**src/rtl/date_pkg.sv**
```systemverilog
// Shared calendar tables, leap-year rule, default widths and FSM state type
// for the sequential date-difference block.
package date_pkg;

   localparam int YEAR_W_DEF = 12;
   localparam int DIFF_W_DEF = 21;
   localparam int MON_W_DEF  = 16;

   typedef enum logic [1:0] {
      ST_IDLE   = 2'd0,
      ST_CONV_A = 2'd1,
      ST_CONV_B = 2'd2,
      ST_DIFF   = 2'd3
   } state_t;

   // Indexed directly by the raw 4-bit month; out-of-range months read as 0.
   localparam logic [8:0] CUM_DAYS [0:15] = '{
      9'd0,   9'd0,   9'd31,  9'd59,  9'd90,  9'd120, 9'd151, 9'd181,
      9'd212, 9'd243, 9'd273, 9'd304, 9'd334, 9'd0,   9'd0,   9'd0
   };

   localparam logic [4:0] DAYS_IN_MONTH [0:15] = '{
      5'd0,  5'd31, 5'd28, 5'd31, 5'd30, 5'd31, 5'd30, 5'd31,
      5'd31, 5'd30, 5'd31, 5'd30, 5'd31, 5'd0,  5'd0,  5'd0
   };

   function automatic logic is_leap(input logic [31:0] y);
      return ((y % 32'd4 == 32'd0) && (y % 32'd100 != 32'd0)) || (y % 32'd400 == 32'd0);
   endfunction

endpackage

```
**src/rtl/date_diff_seq_if.sv**
```systemverilog
// Start/done handshake plus the two input dates and the result bus.
interface date_diff_seq_if
   import date_pkg::*;
#(
   parameter int YEAR_W = YEAR_W_DEF,
   parameter int DIFF_W = DIFF_W_DEF,
   parameter int MON_W  = MON_W_DEF
);
   logic              start;
   logic [4:0]        day1;
   logic [3:0]        mon1;
   logic [YEAR_W-1:0] year1;
   logic [4:0]        day2;
   logic [3:0]        mon2;
   logic [YEAR_W-1:0] year2;
   logic              busy;
   logic              done;
   logic              err;
   logic              neg;
   logic [DIFF_W-1:0] day_diff;
   logic [MON_W-1:0]  mon_diff;

   modport master (
      output start, day1, mon1, year1, day2, mon2, year2,
      input  busy, done, err, neg, day_diff, mon_diff
   );

   modport slave (
      input  start, day1, mon1, year1, day2, mon2, year2,
      output busy, done, err, neg, day_diff, mon_diff
   );
endinterface

```
**src/rtl/date_to_ordinal.sv**
```systemverilog
// Combinational Gregorian day-ordinal (1/1/1 -> 1) with date validity check.
module date_to_ordinal
   import date_pkg::*;
#(
   parameter int YEAR_W = YEAR_W_DEF,
   parameter int DIFF_W = DIFF_W_DEF
)(
   input  logic [4:0]        day,
   input  logic [3:0]        mon,
   input  logic [YEAR_W-1:0] year,
   output logic [DIFF_W:0]   ordinal,
   output logic              valid
);
   localparam int OW = DIFF_W + 1;

   logic [OW-1:0] ym1;
   logic          leap;
   logic [4:0]    mon_len;

   always_comb begin
      ym1     = OW'(year) - OW'(1);
      leap    = is_leap(32'(year));
      mon_len = DAYS_IN_MONTH[mon] + 5'(leap && (mon == 4'd2));
      // year==0 wraps ym1; the result is discarded because valid is low then
      ordinal = ym1 * OW'(365) + ym1 / OW'(4) - ym1 / OW'(100) + ym1 / OW'(400)
              + OW'(CUM_DAYS[mon]) + OW'(leap && (mon > 4'd2)) + OW'(day);
      valid   = (year != '0) && (mon != 4'd0) && (mon <= 4'd12)
              && (day != 5'd0) && (day <= mon_len);
   end
endmodule

```
**src/rtl/date_diff_seq.sv**
```systemverilog
// Sequential absolute day/month difference between two dates, sharing one
// ordinal converter across both dates over a fixed four-cycle sequence.
module date_diff_seq
   import date_pkg::*;
#(
   parameter int YEAR_W = YEAR_W_DEF,
   parameter int DIFF_W = DIFF_W_DEF,
   parameter int MON_W  = MON_W_DEF
)(
   input logic           clk,
   input logic           rst,
   date_diff_seq_if.slave bus
);
   localparam int OW = DIFF_W + 1;
   localparam int MW = MON_W + 1;

   state_t            state_reg, state_next;
   logic [4:0]        day_reg  [2], day_next  [2];
   logic [3:0]        mon_reg  [2], mon_next  [2];
   logic [YEAR_W-1:0] year_reg [2], year_next [2];
   logic [OW-1:0]     ord_reg  [2], ord_next  [2];
   logic              bad_reg, bad_next;
   logic              done_reg, done_next;
   logic              err_reg, err_next;
   logic              neg_reg, neg_next;
   logic [DIFF_W-1:0] day_diff_reg, day_diff_next;
   logic [MON_W-1:0]  mon_diff_reg, mon_diff_next;

   logic              sel_b;
   logic [OW-1:0]     conv_ord;
   logic              conv_valid;
   logic [MW-1:0]     midx_a, midx_b;

   assign sel_b = (state_reg == ST_CONV_B);

   date_to_ordinal #(.YEAR_W(YEAR_W), .DIFF_W(DIFF_W)) u_conv (
      .day     (sel_b ? day_reg[1]  : day_reg[0]),
      .mon     (sel_b ? mon_reg[1]  : mon_reg[0]),
      .year    (sel_b ? year_reg[1] : year_reg[0]),
      .ordinal (conv_ord),
      .valid   (conv_valid)
   );

   // Month index ignores the day fields entirely
   assign midx_a = MW'(year_reg[0]) * MW'(12) + MW'(mon_reg[0]);
   assign midx_b = MW'(year_reg[1]) * MW'(12) + MW'(mon_reg[1]);

   always_ff @(posedge clk or posedge rst) begin
      if (rst) begin
         state_reg    <= ST_IDLE;
         bad_reg      <= 1'b0;
         done_reg     <= 1'b0;
         err_reg      <= 1'b0;
         neg_reg      <= 1'b0;
         day_diff_reg <= '0;
         mon_diff_reg <= '0;
         for (int i = 0; i < 2; i++) begin
            day_reg[i]  <= '0;
            mon_reg[i]  <= '0;
            year_reg[i] <= '0;
            ord_reg[i]  <= '0;
         end
      end else begin
         state_reg    <= state_next;
         bad_reg      <= bad_next;
         done_reg     <= done_next;
         err_reg      <= err_next;
         neg_reg      <= neg_next;
         day_diff_reg <= day_diff_next;
         mon_diff_reg <= mon_diff_next;
         for (int i = 0; i < 2; i++) begin
            day_reg[i]  <= day_next[i];
            mon_reg[i]  <= mon_next[i];
            year_reg[i] <= year_next[i];
            ord_reg[i]  <= ord_next[i];
         end
      end
   end

   always_comb begin
      state_next    = state_reg;
      day_next      = day_reg;
      mon_next      = mon_reg;
      year_next     = year_reg;
      ord_next      = ord_reg;
      bad_next      = bad_reg;
      done_next     = 1'b0;
      err_next      = err_reg;
      neg_next      = neg_reg;
      day_diff_next = day_diff_reg;
      mon_diff_next = mon_diff_reg;

      unique case (state_reg)
         ST_IDLE: begin
            if (bus.start) begin
               day_next[0]  = bus.day1;
               mon_next[0]  = bus.mon1;
               year_next[0] = bus.year1;
               day_next[1]  = bus.day2;
               mon_next[1]  = bus.mon2;
               year_next[1] = bus.year2;
               bad_next     = 1'b0;
               err_next     = 1'b0;
               state_next   = ST_CONV_A;
            end
         end
         ST_CONV_A: begin
            ord_next[0] = conv_ord;
            bad_next    = ~conv_valid;
            state_next  = ST_CONV_B;
         end
         ST_CONV_B: begin
            ord_next[1] = conv_ord;
            bad_next    = bad_reg | ~conv_valid;
            state_next  = ST_DIFF;
         end
         ST_DIFF: begin
            done_next  = 1'b1;
            state_next = ST_IDLE;
            if (bad_reg) begin
               err_next      = 1'b1;
               neg_next      = 1'b0;
               day_diff_next = '0;
               mon_diff_next = '0;
            end else begin
               neg_next      = (ord_reg[1] < ord_reg[0]);
               day_diff_next = (ord_reg[1] < ord_reg[0]) ? DIFF_W'(ord_reg[0] - ord_reg[1])
                                                         : DIFF_W'(ord_reg[1] - ord_reg[0]);
               mon_diff_next = (midx_b < midx_a) ? MON_W'(midx_a - midx_b)
                                                 : MON_W'(midx_b - midx_a);
            end
         end
         default: state_next = ST_IDLE;
      endcase
   end

   assign bus.busy     = (state_reg != ST_IDLE);
   assign bus.done     = done_reg;
   assign bus.err      = err_reg;
   assign bus.neg      = neg_reg;
   assign bus.day_diff = day_diff_reg;
   assign bus.mon_diff = mon_diff_reg;
endmodule

```
**src/flat_wrapper.sv**
```systemverilog
// flat-port wrapper written by rule: the top's interface ports become plain ports
module date_diff_seq_flat import date_pkg::*;
#(
   parameter int YEAR_W = YEAR_W_DEF,
   parameter int DIFF_W = DIFF_W_DEF,
   parameter int MON_W  = MON_W_DEF
)
  (clk, rst, bus_start, bus_day1, bus_mon1, bus_year1, bus_day2, bus_mon2, bus_year2, bus_busy, bus_done, bus_err, bus_neg, bus_day_diff, bus_mon_diff);
  date_diff_seq_if #(.YEAR_W(YEAR_W), .DIFF_W(DIFF_W), .MON_W(MON_W)) bus_i ();
  input logic clk;
  input logic rst;
  input wire logic [$bits(bus_i.start)-1:0] bus_start;
  input wire logic [$bits(bus_i.day1)-1:0] bus_day1;
  input wire logic [$bits(bus_i.mon1)-1:0] bus_mon1;
  input wire logic [$bits(bus_i.year1)-1:0] bus_year1;
  input wire logic [$bits(bus_i.day2)-1:0] bus_day2;
  input wire logic [$bits(bus_i.mon2)-1:0] bus_mon2;
  input wire logic [$bits(bus_i.year2)-1:0] bus_year2;
  output wire logic [$bits(bus_i.busy)-1:0] bus_busy;
  output wire logic [$bits(bus_i.done)-1:0] bus_done;
  output wire logic [$bits(bus_i.err)-1:0] bus_err;
  output wire logic [$bits(bus_i.neg)-1:0] bus_neg;
  output wire logic [$bits(bus_i.day_diff)-1:0] bus_day_diff;
  output wire logic [$bits(bus_i.mon_diff)-1:0] bus_mon_diff;
  assign bus_i.start = bus_start;
  assign bus_i.day1 = bus_day1;
  assign bus_i.mon1 = bus_mon1;
  assign bus_i.year1 = bus_year1;
  assign bus_i.day2 = bus_day2;
  assign bus_i.mon2 = bus_mon2;
  assign bus_i.year2 = bus_year2;
  assign bus_busy = bus_i.busy;
  assign bus_done = bus_i.done;
  assign bus_err = bus_i.err;
  assign bus_neg = bus_i.neg;
  assign bus_day_diff = bus_i.day_diff;
  assign bus_mon_diff = bus_i.mon_diff;
  date_diff_seq #(.YEAR_W(YEAR_W), .DIFF_W(DIFF_W), .MON_W(MON_W)) u_core (.clk(clk), .rst(rst), .bus(bus_i));
endmodule
```
**config.mk**
```make
export PLATFORM = sky130hd
export DESIGN_NAME = date_diff_seq_flat
export DESIGN_NICKNAME = d
export VERILOG_FILES = /design/src/rtl/date_pkg.sv /design/src/rtl/date_diff_seq_if.sv /design/src/rtl/date_to_ordinal.sv /design/src/rtl/date_diff_seq.sv /design/src/flat_wrapper.sv
export SDC_FILE = /design/constraint.sdc
export NUM_CORES = 1
export LEC_CHECK = 0
export BUFFER_PORTS_ARGS = -buffer_cell sky130_fd_sc_hd__buf_2
export CAP_MARGIN = 25
export CORE_ASPECT_RATIO = 0.75
export CORE_UTILIZATION = 35
export CTS_BUF_LIST = sky130_fd_sc_hd__clkbuf_4
export DETAILED_ROUTE_END_ITERATION = 6
export GPL_ROUTABILITY_DRIVEN = 0
export PLACE_DENSITY = 0.48
export SKIP_LAST_GASP = 1
export SLEW_MARGIN = 20
export SYNTH_ARGS = -nofsm -noshare
export SYNTH_HDL_FRONTEND = slang
export SYNTH_SLANG_ARGS = --single-unit
```
**constraint.sdc**
```tcl
create_clock -name clk -period 19.9 [get_ports clk]
set_input_delay 0 -clock clk [delete_from_list [all_inputs] [get_ports clk]]
set_output_delay 0 -clock clk [all_outputs]
set_load 0.02 [all_outputs]
```
==> metrics.md, run 1 <==
| Metric | Value |
|---|---|
| Status | `finished clean` |
| Worst path slowest cell | `fa_1` |
| Routed WL | `approximately 47,000 um` |
| Synthesis-stage register bit count | `about 130` |
| Area growth syn-to-layout | `10.89%` |
| Vias in the first global route | `about 15k` |
| Pins Over Slew Limit | `0` |
| Final std cells w/o fill | `about 2.9k` |
| Fraction of registers with async set/reset | `1.000` |
| First-pass GRT wire length | `approximately 77,000 um` |
| GRT met1 Usage | `0.2592` |
| CP arrival | `between 15,000 and 20,000 ps` |
| Via density | `5.170` |
| H-tree depth | `4` |
| Crit path top cell by count | `a21oi_1` |
| Largest family of logic cells by synthesized area | `adder cells` |
| Sequential element share of the synthesized area | `0.1783` |
| Min-delay worst type | `input port to flip-flop` |
| Startpoint Class | `flip-flop` |
| Ports | `86` |
| Count leader, synth | `inv_1` |
| Layout Nets | `roughly 2.6k` |
| CP endpoint kind | `flip-flop` |
| Critical path required time | `20,360 ps` |
| Largest area contributor in the netlist | `dfrtp_1` |
| Post-synth EDFFs | `0` |
| Clk pin slew, worst setup/hold paths | `approximately 130 ps` |
| Post-synth top cells | `inv_1 (346), ha_1 (234), dfrtp_1 (129)` |
| Unrepaired setup endpoints after global routing | `false` |
| Synth Area in Adders | `0.2817` |
| Detailed-router iteration count before antenna repair | `5` |
| Primary FF master, synth | `dfrtp_1` |
| Grt met3 use | `0.03776` |
| Yosys warning total | `0` |
| Max reg flops | `between 40 and 50` |
| Clock tree buffer depth | `2` |
| M2 GR Usage | `0.2904` |
| Post-Route Setup TNS | `0 ps` |
| Kind of cell adding the most delay to the critical path | `compound AO/OA/AOI/OAI gates` |
| Syn Area/Cell | `8.711 um^2` |
| Tcrit/Tclk final | `0.7976` |
| WS Path Type | `flip-flop to flip-flop` |
| Starting Density | `0.3575` |
| Simple-gate area share of the yosys netlist | `0.1053` |
| Initial antenna violation count | `0` |
| Placed cells | `about 2.8k` |
| WL/cell | `between 15 and 20 um` |
| Setup repair bufs after CTS | `0` |
| Yosys top cell area share | `0.1783` |
| Diodes inserted | `0` |
| Worst-Skew Late Latency | `600 ps` |
| Max cap viols | `0` |
| Placement Rows | `between 70 and 80` |
| CTS tree | `built` |
| Mux contribution to synthesized area | `0.06691` |
| WP buf/inv | `7` |
| CTS Buf Count | `17` |
| Vert. Die Dim | `slightly below 200 um` |
| # clock sinks | `roughly 130` |
| Max Freq | `63.01 MHz` |
| Vias | `14.79k` |
| Crit path max fanout | `between 40 and 50` |
| CTS-repair resized insts | `0` |
| Mapped Cells | `slightly above 2k` |
| Placeable Area | `0.05064 mm^2` |
| Share of post-route cells with drive strength above 1 | `0.1212` |
| PortBufs | `85` |
| Compound-Gate Fraction of Synth Area | `0.2080` |
| GRT Util Overall | `0.1828` |
| Period minus WS final | `approximately 16,000 ps` |
| Number of distinct library cells after synthesis | `around 120` |
| Busiest grt layer | `met2` |
| Post-route DRC | `0` |
| Final instance area | `approximately 0.02 mm^2` |
| Full die area | `roughly 0.053 mm^2` |
| Setup-failing EPs final | `0` |
| Fin. Hold Viols | `0` |
| Clock Tree Root | `clkbuf_4` |
| Slew Limit Headroom | `0.3125` |
| Largest net degree at the start of global routing | `54` |
| Slew of the pin with the lowest slew margin | `around 1000 ps` |
| Die W | `264.6 um` |
| Post-Synth XOR/XNOR Area | `0.07223` |
| Cell Area, Synth | `0.01810 mm^2` |
| Grt ovf | `0` |
| Detailed placer's ending HPWL | `around 38,000 um` |
| Iteration-0 DRC count of the detailed router | `between 800 and 900` |
| Dominant cells by area after synthesis | `dfrtp_1 (18%), ha_1 (16%), fa_1 (12%)` |
| Antenna violation net count after detailed routing | `0` |
| Clock Skew | `between 20 and 25 ps` |
| Area after DPL | `~0.019 mm^2` |
| Crit-path max cell delay | `550 ps` |
area by class of cell:
cell class              instances  area (um^2)
fillers                      5165        30560
multi-input cells            1538        13350
flip-flops and latches        129         3228
inverters                     357         1350
repair buffers                148         1044
well taps                     657        822.0
clock buffers                  19        142.6
clock inverters                12        141.4
kinds of logic (layout without fill, tap and decap cells):
| group | count (synthesis) | count (layout) |
|---|---|---|
| AOI/OAI and AO/OA | 553 | 553 |
| buffers and inverters | 415 | 536 |
| and+or+nand+nor | 383 | 383 |
| adders and majority gates | 344 | 344 |
| xor gates and xnor gates | 141 | 141 |
| DFF | 129 | 129 |
| muxes | 111 | 111 |
| other | 2 | 6 |
worst min-delay path: stages:
cell	delay, ps
dlygate4sd3_1	520
buf_2	90
mux2_2	120
what timing repair did:
action,in CTS,in global routing
endpoints found under the hold margin,135,0
hold buffers,45,0
setup endpoints to repair,0,0
layout by cell type (no fill, tap or decap), types with 12 or more instances in the layout:
cell type and count:
a211oi_1 17, a21o_1 59, a21oi_1 115, a31oi_1 15, buf_2 85, buf_4 15, clkbuf_4 20, dfrtp_1 129
dlygate4sd3_1 45, fa_1 107, ha_1 233, inv_1 345, mux2_2 68, mux2i_1 37, nand2_1 120, nand3_1 24
nand4_1 12, nor2_1 88, nor3_1 32, o211ai_1 19, o21a_1 22, o21ai_0 98, o21bai_1 48, o22ai_1 45
xnor2_1 99, xor2_1 34
per-stage QoR:
stage / util / hold WS, ps / setup slack (ps)
final: 0.3964 / 153.5 / 4029
after global routing: 0.3964 / 83.94 / 2734
after CTS: 0.3963 / 73.50 / 4200
after detailed placement: 0.3818 / 67.51 / 4247
after global placement: 0.3808 / 61.40 / 4399
after floorplan: - / 150.6 / 4589
worst paths after layout:
check                                     from                     end  slack [ps]  cells past startpoint
setup / recovery           u_core.state_reg[0]      u_core.ord_reg[21]        4030                     62
max in group asynchronous                  rst      u_core.year_reg[3]       18100                      6
hold reg to reg              u_core.day_reg[5]       u_core.day_reg[5]         530                      1
hold / removal                     bus_day1[1]       u_core.day_reg[6]         150                      3
min in group asynchronous                  rst  u_core.bus.mon_diff[3]         590                      4
setup reg to reg           u_core.state_reg[0]      u_core.ord_reg[21]        4030                     62
metal layers:
layer	part of all wire	wire (um)
met3	0.047	2210
met4	0.0075	353
met1	0.49	23210
met5	0	0
met2	0.45	21120
Power of run 1 is not shown: default switching activity piles up to over one toggle a cycle in this logic, so the estimate is an artifact.
==> run 2, diff against run 1 <==
--- a/config.mk
+++ b/config.mk
@@ -5,6 +5,7 @@
 export SDC_FILE = /design/constraint.sdc
 export NUM_CORES = 1
 export LEC_CHECK = 0
+export ABC_AREA = 1
 export BUFFER_PORTS_ARGS = -buffer_cell sky130_fd_sc_hd__buf_2
 export CAP_MARGIN = 25
 export CORE_ASPECT_RATIO = 0.75
==> constraint.sdc (replaced) <==
create_clock -name clk -period 15.7 [get_ports clk]
set_input_delay 0 -clock clk [delete_from_list [all_inputs] [get_ports clk]]
set_output_delay 0 -clock clk [all_outputs]
set_load 0.02 [all_outputs]
==> run 2 against run 1 <==
Clock-buffer cell count down 1. Cell count up 16%. Clock skew up 14 ps. Utilization about the same. Final area up 2.6%. Global-route usage up 0.18 points. Wire length up 4.1%. Setup slack worse by 2400 ps. Critical path depth up 24. First-iteration DRC count up 4.2%. Highest routed layer unchanged.
==> metrics.md, run 2 <==
| Metric | Value |
|---|---|
| Grt ovf | `0 (unchanged)` |
| # clock sinks | `129 (unchanged)` |
| Detailed-router iteration count before antenna repair | `5 (unchanged)` |
| Vias in the first global route | `15.46k (+5.5%)` |
| Placement Rows | `72 (+1.4%)` |
| Post-synth EDFFs | `0 (unchanged)` |
| Crit-path max cell delay | `800 ps (+250 ps)` |
| Via density | `4.781 (-7.5%)` |
| Worst path slowest cell | `ha_2` |
| Mapped Cells | `2,464 (+19%)` |
| Post-synth top cells | `inv_1 (504), nand2_1 (411), ha_1 (234)` |
| Clock tree buffer depth | `2 (unchanged)` |
| Worst r2r path cells | `86 (+39%)` |
| Starting Density | `0.3579 (+0.0003862)` |
| Crit path max fanout | `27 (-40%)` |
| Yosys warning total | `0 (unchanged)` |
| Vert. Die Dim | `201.7 um (+1.4%)` |
| Slew of the pin with the lowest slew margin | `1085 ps (+82.17 ps)` |
| Clock Tree Root | `clkbuf_4` |
| Fin util | `0.3964 (about the same)` |
| CP arrival | `14,600 ps (-1730 ps)` |
| CTS Buf Count | `17 (unchanged)` |
| H-tree depth | `4 (unchanged)` |
| Largest area contributor in the netlist | `dfrtp_1` |
| Fraction of registers with async set/reset | `1.000 (unchanged)` |
| Area growth syn-to-layout | `10.75%` |
| Clk pin slew, worst setup/hold paths | `160 ps (+30 ps)` |
| Sequential element share of the synthesized area | `0.1735 (-0.004798)` |
| Detailed placer's ending HPWL | `40,730 um (+5.8%)` |
| CP endpoint kind | `flip-flop` |
| Clock Skew | `36.41 ps (+13.83 ps)` |
| Met1 Wirelength | `25,470 um (+9.7%)` |
| WS Path Type | `flip-flop to flip-flop` |
| Startpoint Class | `flip-flop` |
| Yosys top cell area share | `0.1735 (-0.004798)` |
| Min-delay worst type | `input port to flip-flop` |
| Diodes inserted | `0 (unchanged)` |
| Crit path top cell by count | `nand2_1` |
| Worst hold stages | `4 (+1)` |
| Post-route DRC | `0 (unchanged)` |
| Dominant cells by area after synthesis | `dfrtp_1 (17%), ha_1 (16%), fa_1 (12%)` |
| Count leader, synth | `inv_1` |
| Max reg flops | `44 (unchanged)` |
| First-pass GRT wire length | `79,980 um (+4.1%)` |
| Initial antenna violation count | `2 (+2)` |
| Unrepaired setup endpoints after global routing | `false` |
| Post-Route Setup TNS | `0 ps (unchanged)` |
| Period minus WS final | `14,110 ps (-1766 ps)` |
| Cell Area, Synth | `0.01860 mm^2 (+2.8%)` |
| Syn Area/Cell | `7.550 um^2 (-13%)` |
| Antenna violation net count after detailed routing | `0 (unchanged)` |
| Routed wl met2 | `21,040 um (-0.37%)` |
| Placeable Area | `0.05198 mm^2 (+2.7%)` |
| Top Layer Used | `met4` |
| Critical path required time | `16,200 ps (-4160 ps)` |
| Fin. Hold Viols | `0 (unchanged)` |
| PortBufs | `85 (unchanged)` |
| Reg2Reg Setup Slack | `1590 ps (-2430 ps)` |
| WL/cell | `14.76 um (-10%)` |
| Worst-Skew Late Latency | `630 ps (+30 ps)` |
| Number of distinct library cells after synthesis | `69 (-40%)` |
| End of the worst hold path | `u_core.year_reg[6]` |
| Commonest non-fill, non-tap cell in the layout | `inv_1` |
| Max cap viols | `0 (unchanged)` |
| Synthesis-stage register bit count | `129 (unchanged)` |
| Reg-to-Reg Start | `u_core.state_reg[0]` |
| Worst Hold Launch | `bus_year2[6]` |
| Vias | `15.81k (+6.9%)` |
| Max Freq | `70.90 MHz (+13%)` |
| R2r endpoint | `u_core.ord_reg[21]` |
| Layout Nets | `2,977 (+16%)` |
| Most frequent cells in the layout | `inv_1 (502), nand2_1 (410), ha_1 (233)` |
| Share of post-route cells with drive strength above 1 | `0.1283 (+0.007066)` |
| Setup-failing EPs final | `0 (unchanged)` |
| Ports | `86 (unchanged)` |
| Pins Over Slew Limit | `0 (unchanged)` |
| Tcrit/Tclk final | `0.8984 (+0.1009)` |
| Full die area | `0.05409 mm^2 (+2.7%)` |
| Slew Limit Headroom | `0.2692 (-0.04330)` |
| CTS tree | `built` |
| GRT Util Overall | `0.1847 (+0.001839)` |
| Die W | `268.2 um (+1.4%)` |
| Final instance area | `0.02060 mm^2 (+2.6%)` |
| Status | `finished clean` |
| Routed WL | `48,800 um (+4.1%)` |
| Area after DPL | `0.01983 mm^2 (+2.6%)` |
| Largest net degree at the start of global routing | `73 (+35%)` |
| Primary FF master, synth | `dfrtp_1` |
| Iteration-0 DRC count of the detailed router | `848 (+4.2%)` |
| Met3 wire length | `2038 um (-7.8%)` |
run 2: cell types whose count changed in the layout (fill, tap and decap cells not counted), sizes merged, moves of 51 or more:
| cell | change |
|---|---|
| nor2 | +80 |
| a21o | -51 |
| inv | +171 |
| nand3 | +90 |
| nand2 | +389 |
| xnor2 | -65 |
| o21ai | +57 |
| mux2 | -59 |
run 2: area by class of cell:
| class | count | area (um^2) |
|---|---|---|
| clock buffers | 18 | 135.1 |
| clock inverters | 14 | 178.9 |
| fillers | 5479 | 31380 |
| inverters | 523 | 1981 |
| multi-input cells | 1778 | 13230 |
| flip-flops and latches | 129 | 3228 |
| well taps | 703 | 879.6 |
| repair buffers | 142 | 969.7 |
run 2: how the worst max path moves through the flow:
stage                     slack [ps]            endpoint                start
after floorplan                 4170  u_core.ord_reg[20]  u_core.state_reg[0]
after global placement          1910  u_core.ord_reg[42]  u_core.state_reg[0]
after detailed placement        1530  u_core.ord_reg[43]  u_core.state_reg[0]
after CTS                       1490  u_core.ord_reg[43]  u_core.state_reg[0]
after global routing             120  u_core.ord_reg[21]  u_core.state_reg[0]
final                           1590  u_core.ord_reg[21]  u_core.state_reg[0]
run 2: cells by family after synthesis:
family,count (synthesis),synth area share
adder cells (fa/ha/maj),341,0.2725
AND/OR/NAND/NOR,867,0.2395
AO/OA/AOI/OAI,453,0.1420
other,2,0.0004037
flip-flops,129,0.1735
buffers and inverters,561,0.1166
XOR/XNOR,90,0.04318
multiplexers,21,0.01231
run 2: critical path, delay by kind of cell, from the launching register on:
kind,cells,cell delay (ps)
AO/OA/AOI/OAI,12,2050
XOR/XNOR,2,330
adder cells (fa/ha/maj),9,3700
buffers and inverters,11,1920
flip-flops,1,430
AND/OR/NAND/NOR,52,5540
run 2: metrics by stage:
stage / instances / hold WS (ps) / setup WS [ps]
3_5_place_dp: 3229 / 158.0 / 1533
5_1_grt: 3307 / 102.0 / 120.4
2_1_floorplan: 2468 / 150.6 / 4171
3_3_place_gp: 3229 / 148.6 / 1908
6_report: 3307 / 132.7 / 1595
4_1_cts: 3306 / 43.76 / 1489
run 2: routing by layer:
layer  vias to the layer above  GRT usage
met2                       278     0.2842
met3                        18    0.02448
met4                         0    0.02490
met5                         -          0
li1                       8099          -
met1                      7415     0.2780
run 2: timing repair:
action | CTS | global route
hold buffers | 45 | 0
endpoints found under the hold margin | 117 | 0
resized for setup | 0 | 0
setup buffers | 0 | 0
Power of run 2 is left out for the same reason.
==> run 3, diff against run 2 <==
--- a/config.mk
+++ b/config.mk
@@ -6,6 +6,7 @@
 export NUM_CORES = 1
 export LEC_CHECK = 0
 export ABC_AREA = 1
+export ABC_CLOCK_PERIOD_IN_PS = 15700
 export BUFFER_PORTS_ARGS = -buffer_cell sky130_fd_sc_hd__buf_2
 export CAP_MARGIN = 25
 export CORE_ASPECT_RATIO = 0.75
@@ -14,6 +15,7 @@
 export DETAILED_ROUTE_END_ITERATION = 6
 export GPL_ROUTABILITY_DRIVEN = 0
 export PLACE_DENSITY = 0.48
+export REMOVE_ABC_BUFFERS = 1
 export SKIP_LAST_GASP = 1
 export SLEW_MARGIN = 20
 export SYNTH_ARGS = -nofsm -noshare
==> run 3 against run 2 <==
Setup slack better by 290 ps. Sequential share of layout area is 0.052 points lower. Global-route usage is 0.43 points higher.
==> metrics.md, run 3 (synthesized netlist as in run 2, its figures left out) <==
| Metric | Value |
|---|---|
| Status | `finished clean` |
| Worst-Skew Late Latency | `600 ps (-30 ps)` |
| R2r endpoint | `u_core.ord_reg[20]` |
| Min-delay worst type | `input port to flip-flop` |
| CTS tree | `built` |
| Vias in the first global route | `15.29k (-1.1%)` |
| Placement Rows | `72 (unchanged)` |
| First-pass GRT wire length | `81,620 um (+2.1%)` |
| Placeable Area | `0.05198 mm^2 (unchanged)` |
| # clock sinks | `129 (unchanged)` |
| WL/cell | `15.05 um (+2.0%)` |
| Setup crit end | `u_core.ord_reg[20]` |
| Via density | `4.793 (+0.25%)` |
| PortBufs | `85 (unchanged)` |
| Clock Tree Root | `clkbuf_4` |
| Fillcell total | `5,534 (+1.0%)` |
| Fin. Hold Viols | `0 (unchanged)` |
| Worst r2r path cells | `79 (-8.1%)` |
| Share of post-route cells with drive strength above 1 | `0.1278 (-0.0004418)` |
| Most frequent cells in the layout | `inv_1 (502), nand2_1 (410), ha_1 (232)` |
| Crit path max fanout | `26 (-3.7%)` |
| Slew of the pin with the lowest slew margin | `1040 ps (-44.78 ps)` |
| Iteration-0 DRC count of the detailed router | `1,075 (+27%)` |
| Crit. Startpoint | `u_core.state_reg[0]` |
| Detailed placer's ending HPWL | `41,770 um (+2.6%)` |
| Slew Limit Headroom | `0.3067 (+0.03749)` |
| Ports | `86 (unchanged)` |
| Startpoint Class | `flip-flop` |
| Worst path slowest cell | `ha_2` |
| Commonest non-fill, non-tap cell in the layout | `inv_1` |
| H-tree depth | `4 (unchanged)` |
| Post-route DRC | `0 (unchanged)` |
| Detailed-router iteration count before antenna repair | `6 (+1)` |
| Clock Skew | `25.84 ps (-10.57 ps)` |
| Clk pin slew, worst setup/hold paths | `140 ps (-20 ps)` |
| Vias | `15.89k (+0.52%)` |
| Tcrit/Tclk final | `0.8799 (-0.01855)` |
| Antenna violation net count after detailed routing | `0 (unchanged)` |
| Max cap viols | `0 (unchanged)` |
| GRT Util Overall | `0.1889 (+0.004284)` |
| WS Path Type | `flip-flop to flip-flop` |
| CP endpoint kind | `flip-flop` |
| Crit path top cell by count | `nand2_2` |
| Setup-failing EPs final | `0 (unchanged)` |
| Die W | `268.2 um (unchanged)` |
| CP arrival | `14,300 ps (-300 ps)` |
| Period minus WS final | `13,810 ps (-291.2 ps)` |
| Largest net degree at the start of global routing | `67 (-8.2%)` |
| Starting Density | `0.3579 (unchanged)` |
| Layout Nets | `2,986 (+0.30%)` |
| Vert. Die Dim | `201.7 um (unchanged)` |
| Full die area | `0.05409 mm^2 (unchanged)` |
| CTS Buf Count | `17 (unchanged)` |
| Diodes inserted | `0 (unchanged)` |
| Reg-to-Reg Start | `u_core.state_reg[0]` |
| Clock tree buffer depth | `2 (unchanged)` |
| Routed WL | `49,900 um (+2.3%)` |
| Grt ovf | `0 (unchanged)` |
| Reg2Reg Setup Slack | `1890 ps (+290 ps)` |
| Crit-path max cell delay | `770 ps (-30 ps)` |
| Initial antenna violation count | `0 (-2)` |
| Unrepaired setup endpoints after global routing | `false` |
| Max Freq | `72.39 MHz (+2.1%)` |
| Critical path required time | `16,190 ps (about the same)` |
| Pins Over Slew Limit | `0 (unchanged)` |
| Post-Route Setup TNS | `0 ps (unchanged)` |
| Max reg flops | `44 (unchanged)` |
| Area growth syn-to-layout | `11.12%` |
| Setup repair bufs after CTS | `0 (unchanged)` |
## run 3: timing repair
item,CTS,global route
hold buffers,55,0
setup endpoints to repair,0,0
endpoints found under the hold margin,109,0
resized for setup,0,0
## run 3: how the worst min path moves through the flow
stage	to	cells after the start	slack, ps	from
2_1_floorplan	u_core.day_reg[0]	1	150	bus_day2[0]
3_3_place_gp	u_core.bus.done	2	120	rst
3_5_place_dp	u_core.bus.done	2	130	rst
4_1_cts	u_core.year_reg[9]	3	80	bus_year2[9]
5_1_grt	u_core.year_reg[9]	3	100	bus_year2[9]
6_report	u_core.year_reg[9]	3	150	bus_year2[9]
## run 3: area by class of cell
cell class / instances / area, um^2 / area share
inverter: 523 / 1981 / 0.09582
clock buffer: 17 / 127.6 / 0.006174
sequential: 129 / 3228 / 0.1562
multi-input combinational: 1778 / 13230 / 0.6402
tap: 703 / 879.6 / 0.04255
clock inverter: 15 / 158.9 / 0.007687
timing repair buffer: 151 / 1064 / 0.05145
## run 3: critical path: cells and delay by family, from the launching register on
family | cells | cell delay [ps]
compound gates | 16 | 2840
xor+xnor | 1 | 150
fa+ha+maj | 9 | 3880
buf+inv | 9 | 1290
flops | 1 | 430
simple gates | 44 | 5010
## run 3: layer usage
metal	share of wire	vias up	wire, um	track usage
met4	0.0075	0	374	0.02306
met2	0.42	289	20750	0.2775
met3	0.039	19	1953	0.02852
li1	-	8126	-	-
met1	0.54	7459	26820	0.2940
met5	0	-	0	0
## run 3: metrics by stage
stage	hold slack, ps	cell area, um^2	setup WS, ps	std cells	utilization
after floorplan	150.8	18430	2234	2430	-
after global placement	119.6	19810	2079	3227	0.3812
after detailed placement	126.6	19830	1852	3229	0.3816
after CTS	79.24	20670	1797	3316	0.3977
after global routing	98.83	20670	381.4	3316	0.3977
final	153.7	20670	1886	3316	0.3977
Power of run 3 is left out for the same reason.
